## config.mk

```make
export PLATFORM = sky130hd
export DESIGN_NAME = parking_gate_sensor_flat
export DESIGN_NICKNAME = d
export VERILOG_FILES = /design/src/rtl/parking_gate_sensor_if.sv /design/src/rtl/parking_gate_sensor.sv /design/src/flat_wrapper.sv
export SDC_FILE = /design/constraint.sdc
export NUM_CORES = 1
export LEC_CHECK = 0
export CAP_MARGIN = 20
export CELL_PAD_IN_SITES_DETAIL_PLACEMENT = 1
export CELL_PAD_IN_SITES_GLOBAL_PLACEMENT = 1
export CORE_UTILIZATION = 45
export CTS_CLUSTER_SIZE = 20
export DETAILED_ROUTE_END_ITERATION = 10
export GPL_TIMING_DRIVEN = 1
export MAX_ROUTING_LAYER = met4
export PLACE_DENSITY = 0.77
export SYNTH_ARGS = -nofsm -noshare
export SYNTH_HDL_FRONTEND = slang
export SYNTH_SLANG_ARGS = --single-unit
```

## constraint.sdc

```tcl
create_clock -name clk_in -period 2.8 [get_ports clk_in]
set_input_delay 0.56 -clock clk_in [delete_from_list [all_inputs] [get_ports clk_in]]
set_output_delay 0.56 -clock clk_in [all_outputs]
set_load 0.02 [all_outputs]
```

## src/rtl/parking_gate_sensor_if.sv

```systemverilog
// Gate sensor bundle: raw beams and spot/full inputs in, car pulses and gate status out.
interface parking_gate_sensor_if;
  logic       beam_a;
  logic       beam_b;
  logic [1:0] spot_sel;
  logic       garage_full;
  logic       car_in;
  logic       car_out;
  logic [1:0] Ex;
  logic       gate_open;
  logic       busy;
  logic       fault;

  modport master (
    output beam_a, beam_b, spot_sel, garage_full,
    input  car_in, car_out, Ex, gate_open, busy, fault
  );

  modport slave (
    input  beam_a, beam_b, spot_sel, garage_full,
    output car_in, car_out, Ex, gate_open, busy, fault
  );
endinterface

```

## src/rtl/parking_gate_sensor.sv

```systemverilog
// Gate front end: synchronises and debounces two light beams, decodes entry/exit
// order into one-cycle car_in/car_out pulses with the spot id, and drives the barrier.
module parking_gate_sensor #(
  parameter int DB_CYCLES = 16,
  parameter int DB_W      = 5,
  parameter int TO_CYCLES = 4096,
  parameter int TO_W      = 13
) (
  input  logic                 clk_in,
  input  logic                 RST,
  parking_gate_sensor_if.slave gs
);

  localparam logic [2:0] S_IDLE   = 3'd0;
  localparam logic [2:0] S_IN_A   = 3'd1;
  localparam logic [2:0] S_IN_AB  = 3'd2;
  localparam logic [2:0] S_IN_B   = 3'd3;
  localparam logic [2:0] S_OUT_B  = 3'd4;
  localparam logic [2:0] S_OUT_BA = 3'd5;
  localparam logic [2:0] S_OUT_A  = 3'd6;

  localparam logic [DB_W-1:0] DB_LAST = DB_W'(DB_CYCLES - 1);
  localparam logic [TO_W-1:0] TO_LAST = TO_W'(TO_CYCLES - 1);

  // bit 1 = beam A (outer), bit 0 = beam B (inner)
  logic [1:0]      sync_p0;
  logic [1:0]      sync_p1;
  logic [1:0]      db;
  logic [DB_W-1:0] db_cnt [2];

  logic [2:0]      state;
  logic [2:0]      state_n;
  logic [TO_W-1:0] to_cnt;
  logic            reject_q;
  logic [1:0]      spot_q;
  logic            pulse_in;
  logic            pulse_out;
  logic            timeout;

  // Stage p0/p1: two-flop synchroniser, then per-beam stability counter
  always_ff @(posedge clk_in) begin
    if (RST) begin
      sync_p0 <= '0;
      sync_p1 <= '0;
      db      <= '0;
      for (int i = 0; i < 2; i++) db_cnt[i] <= '0;
    end else begin
      sync_p0 <= {gs.beam_a, gs.beam_b};
      sync_p1 <= sync_p0;
      for (int i = 0; i < 2; i++) begin
        if (sync_p1[i] != db[i]) begin
          if (db_cnt[i] == DB_LAST) begin
            db[i]     <= sync_p1[i];
            db_cnt[i] <= '0;
          end else begin
            db_cnt[i] <= db_cnt[i] + 1'b1;
          end
        end else begin
          db_cnt[i] <= '0;
        end
      end
    end
  end

  // Only a single forward step advances; any other pattern change abandons the pass.
  always_comb begin
    state_n   = state;
    pulse_in  = 1'b0;
    pulse_out = 1'b0;
    timeout   = 1'b0;
    case (state)
      S_IDLE: begin
        if (db == 2'b10)      state_n = S_IN_A;
        else if (db == 2'b01) state_n = S_OUT_B;
      end
      S_IN_A: begin
        if (reject_q) begin
          if (db == 2'b00) state_n = S_IDLE;
        end else if (db == 2'b11) begin
          state_n = S_IN_AB;
        end else if (db != 2'b10) begin
          state_n = S_IDLE;
        end
      end
      S_IN_AB: begin
        if (db == 2'b01)      state_n = S_IN_B;
        else if (db != 2'b11) state_n = S_IDLE;
      end
      S_IN_B: begin
        if (db != 2'b01) state_n = S_IDLE;
        if (db == 2'b00) pulse_in = 1'b1;
      end
      S_OUT_B: begin
        if (db == 2'b11)      state_n = S_OUT_BA;
        else if (db != 2'b01) state_n = S_IDLE;
      end
      S_OUT_BA: begin
        if (db == 2'b10)      state_n = S_OUT_A;
        else if (db != 2'b11) state_n = S_IDLE;
      end
      S_OUT_A: begin
        if (db != 2'b10) state_n = S_IDLE;
        if (db == 2'b00) pulse_out = 1'b1;
      end
      default: state_n = S_IDLE;
    endcase
    if (state != S_IDLE && state_n == state && to_cnt == TO_LAST) begin
      state_n = S_IDLE;
      timeout = 1'b1;
    end
  end

  // Stage p2: state, timeout and registered outputs
  always_ff @(posedge clk_in) begin
    if (RST) begin
      state        <= S_IDLE;
      to_cnt       <= '0;
      reject_q     <= 1'b0;
      gs.car_in    <= 1'b0;
      gs.car_out   <= 1'b0;
      gs.Ex        <= 2'b00;
      gs.gate_open <= 1'b0;
      gs.busy      <= 1'b0;
      gs.fault     <= 1'b0;
    end else begin
      state <= state_n;
      if (state_n != state || state == S_IDLE) to_cnt <= '0;
      else                                     to_cnt <= to_cnt + 1'b1;
      if (state == S_IDLE && state_n == S_IN_A) reject_q <= gs.garage_full;
      gs.car_in  <= pulse_in;
      gs.car_out <= pulse_out;
      if (pulse_in || pulse_out) gs.Ex <= spot_q;
      gs.gate_open <= ((state == S_IN_A || state == S_IN_AB || state == S_IN_B) && !reject_q)
                   || state == S_OUT_B || state == S_OUT_BA || state == S_OUT_A;
      gs.busy <= (state != S_IDLE);
      if (timeout) gs.fault <= 1'b1;
    end
  end

  always_ff @(posedge clk_in) begin
    if (state == S_IDLE && state_n != S_IDLE) spot_q <= gs.spot_sel;
  end

endmodule
```

## src/flat_wrapper.sv

```systemverilog
// flat-port wrapper written by rule: the top's interface ports become plain ports
module parking_gate_sensor_flat 
#(
  parameter int DB_CYCLES = 16,
  parameter int DB_W      = 5,
  parameter int TO_CYCLES = 4096,
  parameter int TO_W      = 13
)
  (clk_in, RST, gs_beam_a, gs_beam_b, gs_spot_sel, gs_garage_full, gs_car_in, gs_car_out, gs_Ex, gs_gate_open, gs_busy, gs_fault);
  parking_gate_sensor_if gs_i ();
  input  logic clk_in;
  input  logic RST;
  input wire logic [$bits(gs_i.beam_a)-1:0] gs_beam_a;
  input wire logic [$bits(gs_i.beam_b)-1:0] gs_beam_b;
  input wire logic [$bits(gs_i.spot_sel)-1:0] gs_spot_sel;
  input wire logic [$bits(gs_i.garage_full)-1:0] gs_garage_full;
  output wire logic [$bits(gs_i.car_in)-1:0] gs_car_in;
  output wire logic [$bits(gs_i.car_out)-1:0] gs_car_out;
  output wire logic [$bits(gs_i.Ex)-1:0] gs_Ex;
  output wire logic [$bits(gs_i.gate_open)-1:0] gs_gate_open;
  output wire logic [$bits(gs_i.busy)-1:0] gs_busy;
  output wire logic [$bits(gs_i.fault)-1:0] gs_fault;
  assign gs_i.beam_a = gs_beam_a;
  assign gs_i.beam_b = gs_beam_b;
  assign gs_i.spot_sel = gs_spot_sel;
  assign gs_i.garage_full = gs_garage_full;
  assign gs_car_in = gs_i.car_in;
  assign gs_car_out = gs_i.car_out;
  assign gs_Ex = gs_i.Ex;
  assign gs_gate_open = gs_i.gate_open;
  assign gs_busy = gs_i.busy;
  assign gs_fault = gs_i.fault;
  parking_gate_sensor #(.DB_CYCLES(DB_CYCLES), .DB_W(DB_W), .TO_CYCLES(TO_CYCLES), .TO_W(TO_W)) u_core (.clk_in(clk_in), .RST(RST), .gs(gs_i));
endmodule
```

==> impl_metrics.py, run 1 <==
metrics = {
    "outcome": {
        "status": "finished clean",
    },
    "synthesis": {
        "synth_common_cells": "35 x nor2_1, 30 x dfxtp_1, 20 x nor3_1, 14 x xnor2_1",
        "yosysUniqueCellTypes": 45,
        "syn-cell-area_um2": 2096,
        "ys_seq_elements": 42,
        "synth_edf_count": 12,
        "synth_area_leaders": "dfxtp_1 29%, edfxtp_1 17%, nor2_1 6.3%",
        "yosysWarnings": 0,
        "synthCells": 226,
        "synth_top_area_share_pct": 28.66,
        "synth-async-reset-ratio_pct": 0,
        "synth_top_cell_by_area": "dfxtp_1",
        "ys_seq_area_share_pct": 45.85,
        "synthesis.area_per_instance_um2": 9.273,
        "synth_most_common_cell": "nor2_1",
        "synth_ff_type": "dfxtp_1",
    },
    "grt": {
        "grt_pass1_wl_mm": 6.844,
        "grt_max_degree": 19,
        "grt_remaining_overflow": 0,
        "grt_usage_pct": 17.97,
        "antenna_found_initial": 0,
        "grt_pass1_vias": 1468,
    },
    "die": {
        "coreArea_um2": 4414,
        "start_util_pct": 47.48,
        "die_area_um2": 4934,
        "die_h_um": 70.25,
        "ioPinCount": 14,
        "die_x_um": 70.25,
        "rows": 24,
    },
    "clocking": {
        "cts_setup_buffers": 0,
        "path_clk_slew_ps": 80,
        "ctsHoldBuffers": 0,
        "cts_buffer_depth": 2,
        "clock_sinks": 42,
        "h-tree-depth": 2,
        "cts_made_buffers": 5,
        "cts-root-buf": "clkbuf_8",
        "cts_resized": 0,
        "cts_tree": "done",
        "clk_latency_ps": 290,
    },
    "sta": {
        "worst_pin_slew_ps": 603.5,
        "slew_headroom_pct": 59.67,
        "slew_viol_final": 0,
        "skew_ps": 8.634,
        "fin_crit_ps": 2307,
        "hold_viol": 0,
        "setup_viol": 0,
        "setup-tns-final_ps": 0,
        "rsz0062_at_grt": "no",
        "fin_crit_sh_pct": 82.40,
        "setup_ws_ps": 492.8,
        "clock.fmax_ghz": 0.4334,
    },
    "power": {
        "p_leak_nw": 0.8475,
        "power_density_nw_per_um2": 435.7,
        "ir_drop_uv": 286.8,
    },
    "place": {
        "pre_cts_ws_ps": 463.7,
        "dp_hpwl_mm": 2.918,
        "placed_cell_area_um2": 2292,
        "portBuffers": 13,
        "place_congestion": 0.7253,
    },
    "final_layout": {
        "final_core_util_pct": 53.77,
        "fin_area_um2": 2374,
        "area_growth_pct": 13.25,
        "num_antenna_cells": 0,
        "drive_above_1_share_pct": 7.287,
        "finalNetCount": 258,
    },
    "routing": {
        "drc": 0,
        "num_vias": 1569,
        "post_drt_wl_per_cell_um": 13.14,
        "dr.pass1.iters": 4,
        "wirelength_mm": 3.929,
        "drtAntennaViolNets": 0,
        "vias_per_cell": 5.247,
        "drt_iter0_markers": 35,
    },
    "min_path": {
        "min_path_type": "register to register",
    },
    "setup_path": {
        "critical_path.endpoint_type": "register",
        "worst-path-max-fanout": 13,
        "crit_arrival_ps": 2460,
        "crit_required_ps": 2950,
        "startpoint_type": "register",
        "worstSetupPathType": "register to register",
    },
    "flow_run": {
        "cap_violations": 0,
    },
}
layout by cell type, fill, tap and decap left out, types with 9 or more instances in the layout:
| master | synthesis | layout |
|---|---|---|
| clkdlybuf4s50_1 | 0 | 13 |
| conb_1 | 1 | 10 |
| dfxtp_1 | 30 | 30 |
| edfxtp_1 | 12 | 12 |
| inv_1 | 10 | 10 |
| nand2_1 | 12 | 12 |
| nand3_1 | 9 | 9 |
| nor2_1 | 35 | 35 |
| nor3_1 | 20 | 20 |
| xnor2_1 | 14 | 14 |
through the flow:
step,hold WS [ps],total power [mW],instances
after floorplan,413.8,0.6690,235
after global placement,435.0,0.6819,291
after detailed placement,431.1,0.6833,291
after CTS,442.9,1.048,299
after global routing,450.2,1.077,299
final,437.1,1.034,299
layout make-up:
type | instances | area (um2)
Tap cell | 52 | 65.06
Sequential cell | 42 | 960.9
Fill cell | 534 | 2041
Multi-Input combinational cell | 170 | 1069
Clock buffer | 6 | 72.57
Timing Repair Buffer | 17 | 160.2
Inverter | 10 | 37.54
Clock inverter | 2 | 8.758
registers in the layout (all words and copies together), names as in the netlist:
register,flops
u_core.gs.gate_open,1
u_core.gs.car_in,1
u_core.db_cnt,10
u_core.reject_q,1
u_core.gs.fault,1
u_core.db,2
u_core.sync_p0,2
u_core.gs.car_out,1
u_core.gs.busy,1
u_core.sync_p1,2
u_core.to_cnt,13
u_core.spot_q,2
u_core.gs.Ex,2
u_core.state,3
path summary, 6_finish.rpt:
kind / startpoint / to / slack [ps] / cells after the start
worst max-delay path: u_core.to_cnt[0] / u_core.to_cnt[9] / 490 / 6
worst min-delay path: u_core.sync_p0[0] / u_core.sync_p1[0] / 440 / 1
worst max register to register: u_core.to_cnt[0] / u_core.to_cnt[9] / 490 / 6
worst min register to register: u_core.sync_p0[0] / u_core.sync_p1[0] / 440 / 1
worst max-delay path, cell delays in order, from the launching register on:
cell	delay [ps]
dfxtp_1	380
ha_1	240
nand4_2	200
nor4_4	370
o311ai_2	230
o311ai_4	630
nor3_1	130
power by group:
group / leakage, nW / internal [mW] / switching [mW]
Combinational: 0.441 / 0.0161 / 0.0145
Sequential: 0.364 / 0.633 / 0.00523
Clock: 0.0426 / 0.171 / 0.194
Total: 0.847 / 0.821 / 0.213
cell families (layout without fill, tap and decap cells):
family	Yosys count	in the layout	share of synthesized area, %
flip-flops	42	42	45.85
multiplexers	7	7	3.403
adder cells (fa/ha/maj)	5	5	2.985
AO/OA/AOI/OAI	28	28	10.51
XOR/XNOR	20	20	8.358
buffers and inverters	23	35	4.776
other	1	10	0.1789
AND/OR/NAND/NOR	100	100	23.94
routing by layer:
metal  track usage [%]  routed length (um)  vias up
li1                  -                   -      806
met1             24.04                1995      740
met2             26.88                1777       18
met3             4.473                 116        5
met4             5.333                  41        0
met5                 -                   0        -
Power figures use the tool's default switching activity.
==> run 2, diff against run 1 <==
clock period = 2.35 ns   (was 2.8 ns; I/O delays follow)
==> impl_metrics.py, run 2 (same netlist as run 1, synthesis figures left out) <==
metrics = {
    "final_layout": {
        "top_regs": "u_core.to_cnt x13, u_core.db_cnt x10, u_core.state x3",
        "fin_area_um2": 2446,
        "drive_above_1_share_pct": 10.20,
        "final_common_cell": "nor2_1",
        "layout_common_cells": "35 x nor2_1, 30 x dfxtp_1, 20 x nor3_1, 14 x xnor2_1, 13 x clkdlybuf4s50_1",
        "area_growth_pct": 16.72,
        "num_antenna_cells": 0,
        "regMostFlops": "u_core.to_cnt",
        "largest_reg_flops": 13,
        "fin_cells": 307,
        "fill_cells": 519,
        "final_core_util_pct": 55.41,
        "finalNetCount": 266,
    },
    "clocking": {
        "ctsHoldBuffers": 0,
        "path_clk_slew_ps": 80,
        "h-tree-depth": 2,
        "cts_resized": 0,
        "cts-root-buf": "clkbuf_8",
        "cts_buffer_depth": 2,
        "cts_made_buffers": 5,
        "cts_setup_buffers": 0,
        "clk_latency_ps": 290,
        "cts_tree": "done",
        "clock_sinks": 42,
    },
    "grt": {
        "grt_pass1_wl_mm": 7.334,
        "antenna_found_initial": 0,
        "grt_max_degree": 22,
        "grt_remaining_overflow": 0,
        "grt_usage_pct": 19.75,
        "grt_pass1_vias": 1604,
    },
    "power": {
        "ir_drop_uv": 271.4,
        "seqPwrFrac_pct": 61.5,
        "comb_power_share_pct": 2.9,
        "p_leak_nw": 0.8912,
        "power_density_nw_per_um2": 505.4,
        "p_sw_share_pct": 20.91,
        "power_frac_clock_pct": 35.6,
        "netSwitchingPower_mw": 0.2585,
        "power.internal_mw": 0.9779,
        "power_mw": 1.236,
    },
    "routing": {
        "wirelength_mm": 4.249,
        "drt_iter0_markers": 54,
        "num_vias": 1598,
        "post_drt_wl_per_cell_um": 13.84,
        "drtAntennaViolNets": 0,
        "dr.pass1.iters": 4,
        "vias_per_cell": 5.205,
        "drc": 0,
    },
    "place": {
        "dp_hpwl_mm": 3.151,
        "dpl.cell_count": 299,
        "placed_cell_area_um2": 2365,
        "pre_cts_ws_ps": 244.1,
        "place_congestion": 0.7621,
        "portBuffers": 13,
    },
    "die": {
        "ioPinCount": 14,
        "die_h_um": 70.25,
        "die_area_um2": 4934,
        "rows": 24,
        "start_util_pct": 47.48,
        "coreArea_um2": 4414,
        "die_x_um": 70.25,
    },
    "setup_path": {
        "path_cells": "ha_1, nand4_2, nor4_4, o311ai_2, o311ai_4, buf_4, nor3_1",
        "critical_path.endpoint_type": "register",
        "crit_arrival_ps": 2290,
        "critPathBufInv": 1,
        "crit_family": "simple AND/OR/NAND/NOR gates",
        "reg2reg_depth": 7,
        "crit_required_ps": 2530,
        "worstSetupPathType": "register to register",
        "crit_slowest_cell": "dfxtp_1",
        "ff2ff_setup_slack_ps": 240,
        "worst-path-max-fanout": 13,
        "r2r_end": "u_core.to_cnt[3]",
        "r2r-start": "u_core.to_cnt[0]",
        "startpoint_type": "register",
        "cpPeakStageDelay_ps": 370,
    },
    "sta": {
        "setup_viol": 0,
        "fin_crit_ps": 2108,
        "skew_ps": 9.215,
        "slew_viol_final": 0,
        "fin_crit_sh_pct": 89.72,
        "hold_viol": 0,
        "clock.fmax_ghz": 0.4743,
        "setup-tns-final_ps": 0,
        "rsz0062_at_grt": "no",
        "setup_ws_ps": 241.5,
        "holdWs_ps": 449.5,
    },
    "min_path": {
        "hold_depth": 1,
        "min_path_type": "register to register",
        "hp-start": "u_core.sync_p0[0]",
        "whs_endpoint": "u_core.sync_p1[0]",
    },
    "flow_run": {
        "cap_violations": 0,
    },
    "outcome": {
        "status": "finished clean",
    },
}
run 2: cell count changes in the layout (fill, tap and decap cells not counted):
cell    before  now
buf_12       0    1
buf_4        4   11
run 2: metal layers:
layer	up-vias	GRT usage, %	share of wire (%)
li1	821	-	-
met5	-	-	0
met3	6	4.906	2.7
met4	0	6.444	1.3
met1	753	24.93	49
met2	18	31.01	47
run 2: worst max path at each step:
stage                startpoint  depth (start not counted)           endpoint  slack [ps]
3_5_place_dp   u_core.to_cnt[0]                          7   u_core.to_cnt[5]         240
6_report       u_core.to_cnt[0]                          7   u_core.to_cnt[3]         240
5_1_grt        u_core.to_cnt[0]                          7   u_core.to_cnt[3]          80
2_1_floorplan  u_core.to_cnt[0]                          7  u_core.to_cnt[11]         390
3_3_place_gp   u_core.to_cnt[0]                          7  u_core.to_cnt[12]         340
4_1_cts        u_core.to_cnt[0]                          7   u_core.to_cnt[5]         240
run 2: layout make-up:
class | count | area (um2) | share of cell area [%]
tap | 52 | 65.06 | 2.660
sequential | 42 | 960.9 | 39.28
multi-input combinational | 170 | 1069 | 43.68
clock buffer | 6 | 72.57 | 2.967
timing repair buffer | 25 | 232.7 | 9.514
inverter | 10 | 37.54 | 1.535
clock inverter | 2 | 8.758 | 0.3581
run 2: power groups by stage:
stage | logic (mW) | registers, mW | clock network [mW]
after floorplan | 0.0216 | 0.776 | 0
after global placement | 0.0361 | 0.777 | 0
after detailed placement | 0.0366 | 0.777 | 0
after CTS | 0.0369 | 0.761 | 0.450
after global routing | 0.0422 | 0.762 | 0.482
final | 0.0364 | 0.760 | 0.440
==> run 3, diff against run 2 <==
ABC_CLOCK_PERIOD_IN_PS = 2350   (was unset)
==> results of run 3 <==
No change in the layout: final DEF, timing and power equal those of run 2.
